`src/rtl/fifo_pkg.sv`:
```
// Shared definitions for the synchronous FIFO family: output-mode constants
// and the sizing / pointer-wrap helpers used by the FIFO control logic.
package fifo_pkg;

  localparam int FIFO_STD  = 0;
  localparam int FIFO_FWFT = 1;

  // Bits needed to hold an occupancy of 0..depth inclusive.
  function automatic int cnt_width(input int depth);
    return $clog2(depth + 1);
  endfunction

  // Explicit wrap so depths that are not a power of two index correctly.
  function automatic int ptr_next(input int ptr, input int depth);
    return (ptr >= depth - 1) ? 0 : ptr + 1;
  endfunction

endpackage

```
`src/rtl/fifo_ram_sp.sv`:
```
// WIDTH x DEPTH register array: one write port, one synchronous read port.
// A same-address read and write in one cycle returns the old word.
module fifo_ram_sp #(
  parameter int WIDTH = 8,
  parameter int DEPTH = 16,
  parameter int AW    = $clog2(DEPTH)
) (
  input  logic             clk,
  input  logic             rst,
  input  logic             we,
  input  logic [AW-1:0]    waddr,
  input  logic [WIDTH-1:0] wdata,
  input  logic             re,
  input  logic [AW-1:0]    raddr,
  output logic [WIDTH-1:0] rdata
);

  logic [WIDTH-1:0] mem [DEPTH];

  // NOTE: the storage array is deliberately not reset; occupancy tracking
  // guarantees no word is read before it is written, and an unreset array
  // maps onto plain flops or RAM without reset fan-out.
  always_ff @(posedge clk) begin
    if (we) mem[waddr] <= wdata;
  end

  // Read register is reset so the FIFO output starts at zero.
  always_ff @(posedge clk) begin
    if (rst)     rdata <= '0;
    else if (re) rdata <= mem[raddr];
  end

endmodule

```
`src/rtl/fifo_syn_param.sv`:
```
// Parametrised single-clock FIFO with occupancy count, programmable
// almost-full/empty, sticky error flags and optional first-word-fall-through.
module fifo_syn_param
  import fifo_pkg::*;
#(
  parameter int WIDTH    = 8,
  parameter int DEPTH    = 16,
  parameter int AF_LEVEL = DEPTH - 2,
  parameter int AE_LEVEL = 2,
  parameter int FWFT     = FIFO_STD
) (
  input  logic                        clk,
  input  logic                        rst,
  input  logic                        wr,
  input  logic                        rd,
  input  logic [WIDTH-1:0]            data,
  input  logic                        clr_err,
  output logic [WIDTH-1:0]            q,
  output logic                        full,
  output logic                        empty,
  output logic                        almost_full,
  output logic                        almost_empty,
  output logic [cnt_width(DEPTH)-1:0] count,
  output logic                        overflow,
  output logic                        underflow
);

  localparam int AW = $clog2(DEPTH);
  localparam int CW = cnt_width(DEPTH);

  localparam logic [CW-1:0] DEPTH_C = CW'(DEPTH);
  localparam logic [CW-1:0] AF_C    = CW'(AF_LEVEL);
  localparam logic [CW-1:0] AE_C    = CW'(AE_LEVEL);

  logic             rd_acc;
  logic             wr_acc;
  logic             ram_we;
  logic             ram_re;
  logic [AW-1:0]    wr_ptr;
  logic [AW-1:0]    rd_ptr;
  logic [CW-1:0]    count_nxt;
  logic [WIDTH-1:0] ram_q;

  // A full FIFO can still take a write when the same cycle frees a slot.
  assign rd_acc = rd & ~empty;
  assign wr_acc = wr & (~full | rd_acc);

  always_comb begin
    // NOTE: default assigned first so every path drives count_nxt; a missing
    // branch would otherwise infer a latch.
    count_nxt = count;
    if (wr_acc && !rd_acc)      count_nxt = count + CW'(1);
    else if (rd_acc && !wr_acc) count_nxt = count - CW'(1);
  end

  // NOTE: sequential state uses non-blocking assignments so every register
  // samples pre-edge values regardless of statement order.
  always_ff @(posedge clk) begin
    if (rst) begin
      count        <= '0;
      full         <= 1'b0;
      empty        <= 1'b1;
      almost_full  <= 1'b0;
      almost_empty <= 1'b1;
      overflow     <= 1'b0;
      underflow    <= 1'b0;
    end else begin
      count        <= count_nxt;
      full         <= (count_nxt == DEPTH_C);
      empty        <= (count_nxt == '0);
      almost_full  <= (count_nxt >= AF_C);
      almost_empty <= (count_nxt <= AE_C);
      overflow     <= (overflow  & ~clr_err) | (wr & ~wr_acc);
      underflow    <= (underflow & ~clr_err) | (rd & ~rd_acc);
    end
  end

  always_ff @(posedge clk) begin
    if (rst) begin
      wr_ptr <= '0;
      rd_ptr <= '0;
    end else begin
      if (ram_we) wr_ptr <= AW'(ptr_next(int'(wr_ptr), DEPTH));
      if (ram_re) rd_ptr <= AW'(ptr_next(int'(rd_ptr), DEPTH));
    end
  end

  fifo_ram_sp #(
    .WIDTH (WIDTH),
    .DEPTH (DEPTH),
    .AW    (AW)
  ) u_ram (
    .clk   (clk),
    .rst   (rst),
    .we    (ram_we),
    .waddr (wr_ptr),
    .wdata (data),
    .re    (ram_re),
    .raddr (rd_ptr),
    .rdata (ram_q)
  );

  generate
    if (FWFT == FIFO_FWFT) begin : g_fwft
      // The head word lives either in the RAM read register or, when it
      // arrived while nothing else was queued, in a bypass register. The RAM
      // then holds only the words behind the head.
      logic             one_left;
      logic             bypass;
      logic             sel_byp;
      logic [WIDTH-1:0] byp_q;

      assign one_left = (count == CW'(1));
      assign bypass   = wr_acc & (empty | (one_left & rd_acc));
      assign ram_we   = wr_acc & ~bypass;
      assign ram_re   = rd_acc & ~one_left;

      always_ff @(posedge clk) begin
        if (rst) begin
          byp_q   <= '0;
          sel_byp <= 1'b0;
        end else if (bypass) begin
          byp_q   <= data;
          sel_byp <= 1'b1;
        end else if (ram_re) begin
          sel_byp <= 1'b0;
        end
      end

      assign q = sel_byp ? byp_q : ram_q;
    end else begin : g_std
      assign ram_we = wr_acc;
      assign ram_re = rd_acc;
      assign q      = ram_q;
    end
  endgenerate

endmodule
```
`config.mk`:
```
export PLATFORM = sky130hd
export DESIGN_NAME = fifo_syn_param
export DESIGN_NICKNAME = d
export VERILOG_FILES = /design/src/rtl/fifo_pkg.sv /design/src/rtl/fifo_ram_sp.sv /design/src/rtl/fifo_syn_param.sv
export SDC_FILE = /design/constraint.sdc
export NUM_CORES = 1
export LEC_CHECK = 0
export ABC_AREA = 0
export BUFFER_PORTS_ARGS = -buffer_cell sky130_fd_sc_hd__clkbuf_2
export CAP_MARGIN = 0
export CORE_MARGIN = 5
export CORE_UTILIZATION = 54
export DETAILED_ROUTE_END_ITERATION = 8
export PLACE_DENSITY_LB_ADDON = 0.3
export SLEW_MARGIN = 30
export SYNTH_ARGS = -nofsm -noshare
export SYNTH_HDL_FRONTEND = slang
export SYNTH_SLANG_ARGS = --single-unit
export TNS_END_PERCENT = 10
```
`constraint.sdc`:
```
create_clock -name clk -period 2.1 [get_ports clk]
set_input_delay 0.63 -clock clk [delete_from_list [all_inputs] [get_ports clk]]
set_output_delay 0.63 -clock clk [all_outputs]
set_load 0.02 [all_outputs]
```
==> metrics.cfg <==
[run_status]
outcome=finished, final reports clean

[drt]
finalWirelength_um=12500
route.detailed.drc=0
routed-via-count=3455
detail_route.first_pass.iterations=6
drt.antenna.violating_nets=0
detailedRoute.firstIterationViolations=284
detail_route.wl_per_cell_um=21.7
detail_route.vias_per_cell=6.01

[setup_path]
max_stage_delay_ns=0.56
cp.arrival_ns=2.17
crit_slowest_cell=sky130_fd_sc_hd__mux4_2
top_cell_by_count_worst_path=sky130_fd_sc_hd__a21oi_1
worstSetupPathType=flop to flop
worst_ep_required_ns=2.40
critical_path.endpoint_type=flop
crit_buf_inv=1
cp_cell_sequence=buf_12 > mux4_2 > a22oi_1 > a21oi_1 > a21oi_1 > nor2_1
timing.critical_path.from_type=flop
cpLargestDelayFamily=compound AO/OA/AOI/OAI gates
largest_driver_fanout_on_the_critical_path=15

[pwr]
p_leak_nw=2.49
power.total_mw=7.32
power_density_mw_per_mm2=1010
worst_ir_drop_vdd_mv=0.541

[finish]
layout.cell_area.non_filler_mm2=0.00722
drive_above_1_share_pct=29.2
layout.nets=439
layout_common_cells=sky130_fd_sc_hd__edfxtp_1 (128), sky130_fd_sc_hd__nor2_1 (35), sky130_fd_sc_hd__mux4_2 (32)
layout_commonest_cell=sky130_fd_sc_hd__edfxtp_1
final_cell_utilization_of_the_core_pct=64.0
n_antenna_cell=0
syn2layout_area_growth_pct=17.5

[synth]
synth_top_area_share_pct=62.6
yosys.area_share.simple_pct=6.05
synthesis.area_mm2=0.00614
synth_enable_flop_cells=128
synthesis.instances=361
netlist_top_cells_area=sky130_fd_sc_hd__edfxtp_1 (63%), sky130_fd_sc_hd__mux4_2 (12%), sky130_fd_sc_hd__dfxtp_1 (8.8%)
post_synth_fa_ha_maj_area_fraction_pct=1.43
synthDistinctLibCells=44
synth_top_cell_by_area=sky130_fd_sc_hd__edfxtp_1
postSynthAreaPerCell_um2=17.0
synth-async-reset-ratio_pct=0
synth_xor_area_share_pct=0.713
ys_warn_count=0
synth.mux.area_fraction_pct=11.9
postSynthNetCount=381
dominantRegCellSynth=sky130_fd_sc_hd__edfxtp_1
seq_area_frac_synth_pct=71.4
synth_compound_area_share_pct=6.36
synth_top_family_by_area=multiplexers
ys_ff_latch=155

[floorplanning]
num_io_pins=32
die_outline_area_mm2=0.0136
area_of_the_core_mm2=0.0113
die-height_um=117
fp-row-count=39
fp.dieW_um=117
start_util_pct=54.5

[place]
hpwlAfterDp_um=7870
dpl_worst_slack_ns=0.0503
gp_congestion=0.903
detailed_place.area_mm2=0.00660
io_buffers=31

[sta]
max_slew.worst_pin.slew_ns=0.601
max_slew_margin_vs_limit_pct=59.9
setup_viol_count_final=0
post-route-min-period_ns=1.86
hold_ws_ns=0.485
hold_fails_final_rpt=0
rsz0062_at_grt=false
max_clock_freq_mhz=537
clock-skew-final_ns=0.00814
slew_viol_final=0
setup_slack_ns=0.237
min_period_over_period_pct=88.7

[clock_tree]
tritoncts=done
cts_made_buffers=17
clock_sinks=155
cts.clk_slew.worst_paths_ns=0.06
cts_root_buf=sky130_fd_sc_hd__clkbuf_16
clock_latency_ns=0.42
post-cts-setup-buffers=0
cts_max_level=4
cts_buffer_depth=2

[grt]
grt_antenna_before_repair=0
grt_remaining_overflow=0
via_count_of_the_first_global_routing_pass=3429
grtUsageTotal_pct=20.2
grt_pass1_wl_um=19500
grt_start_max_net_pins=37

[flow_run]
cap_violations=0

[worst_hold_path]
hold_path_class=flop to flop

## synth_stat cells (3+ instances only)
master,n
sky130_fd_sc_hd__nand2b_1,4
sky130_fd_sc_hd__a21oi_1,25
sky130_fd_sc_hd__a22oi_1,17
sky130_fd_sc_hd__ha_1,7
sky130_fd_sc_hd__inv_1,8
sky130_fd_sc_hd__edfxtp_1,128
sky130_fd_sc_hd__xnor2_1,3
sky130_fd_sc_hd__nor3_1,6
sky130_fd_sc_hd__nor2b_1,3
sky130_fd_sc_hd__mux4_2,32
sky130_fd_sc_hd__clkbuf_1,6
sky130_fd_sc_hd__nand2_1,13
sky130_fd_sc_hd__nor2_1,35
sky130_fd_sc_hd__dfxtp_1,27
sky130_fd_sc_hd__buf_6,3
sky130_fd_sc_hd__buf_2,4
sky130_fd_sc_hd__buf_1,3
## per-stage QoR
stage | TNS [ns] | instances
6_report | 0 | 575
5_1_grt | 0 | 575
4_1_cts | 0 | 575
3_5_place_dp | 0 | 543
3_3_place_gp | 0 | 543
2_1_floorplan | -1.64 | 361
## where the power goes
group	total [mW]	switching, mW	leakage (nW)	internal (mW)
Clock	3.13	1.11	0.307	2.02
Combinational	0.720	0.412	0.809	0.308
Sequential	3.47	0.0544	1.38	3.41
Total	7.32	1.58	2.49	5.74
## repair_timing
| action | CTS | global route |
|---|---|---|
| endpoints found under the hold margin | 0 | 0 |
| hold buffers | 0 | 0 |
| gates resized for setup | 0 | 1 |
| setup endpoints to repair | 0 | 3 |
## layer usage
metal / vias up / GRT usage (%) / part of all wire [%]
li1: 1535 / - / -
met1: 1733 / 27.5 / 43
met2: 158 / 31.4 / 48
met3: 29 / 5.08 / 6.6
met4: 0 / 8.64 / 2.3
met5: - / 0 / 0
## flip-flops by register name, indices dropped and copies added, names as in the netlist
name          count
overflow          1
rd_ptr            4
wr_ptr            4
almost_empty      1
u_ram.mem       128
u_ram.rdata       8
underflow         1
count             5
empty             1
almost_full       1
full              1
## cell type report
cell class	count	area, um^2
Clock buffer	25	505
Inverter	8	30.0
Tap cell	143	179
Sequential cell	155	4390
Fill cell	757	4060
Multi-Input combinational cell	180	1630
Clock inverter	7	110
Timing Repair Buffer	57	375
## cell families after synthesis
logic type               after synthesis
XOR/XNOR                               5
AND/OR/NAND/NOR                       77
flip-flops                           155
AO/OA/AOI/OAI                         58
buffers and inverters                 26
multiplexers                          33
adder cells (fa/ha/maj)                7
## path summary, 6_finish.rpt
check,from,to,slack (ns),depth (start not counted)
max reg2reg,rd_ptr[0],u_ram.rdata[7],0.24,6
min reg2reg,u_ram.rdata[7],u_ram.rdata[7],0.48,2
max,rd_ptr[0],u_ram.rdata[7],0.24,6
min,u_ram.rdata[7],u_ram.rdata[7],0.48,2
## worst register-to-register path, cell delays in order, from the launching register on
cell and delay (ns):
sky130_fd_sc_hd__dfxtp_2 0.36, sky130_fd_sc_hd__buf_12 0.18, sky130_fd_sc_hd__mux4_2 0.57, sky130_fd_sc_hd__a22oi_1 0.30, sky130_fd_sc_hd__a21oi_1 0.16, sky130_fd_sc_hd__a21oi_1 0.13, sky130_fd_sc_hd__nor2_1 0.05
Note: power is estimated with default switching activity, not from simulation.
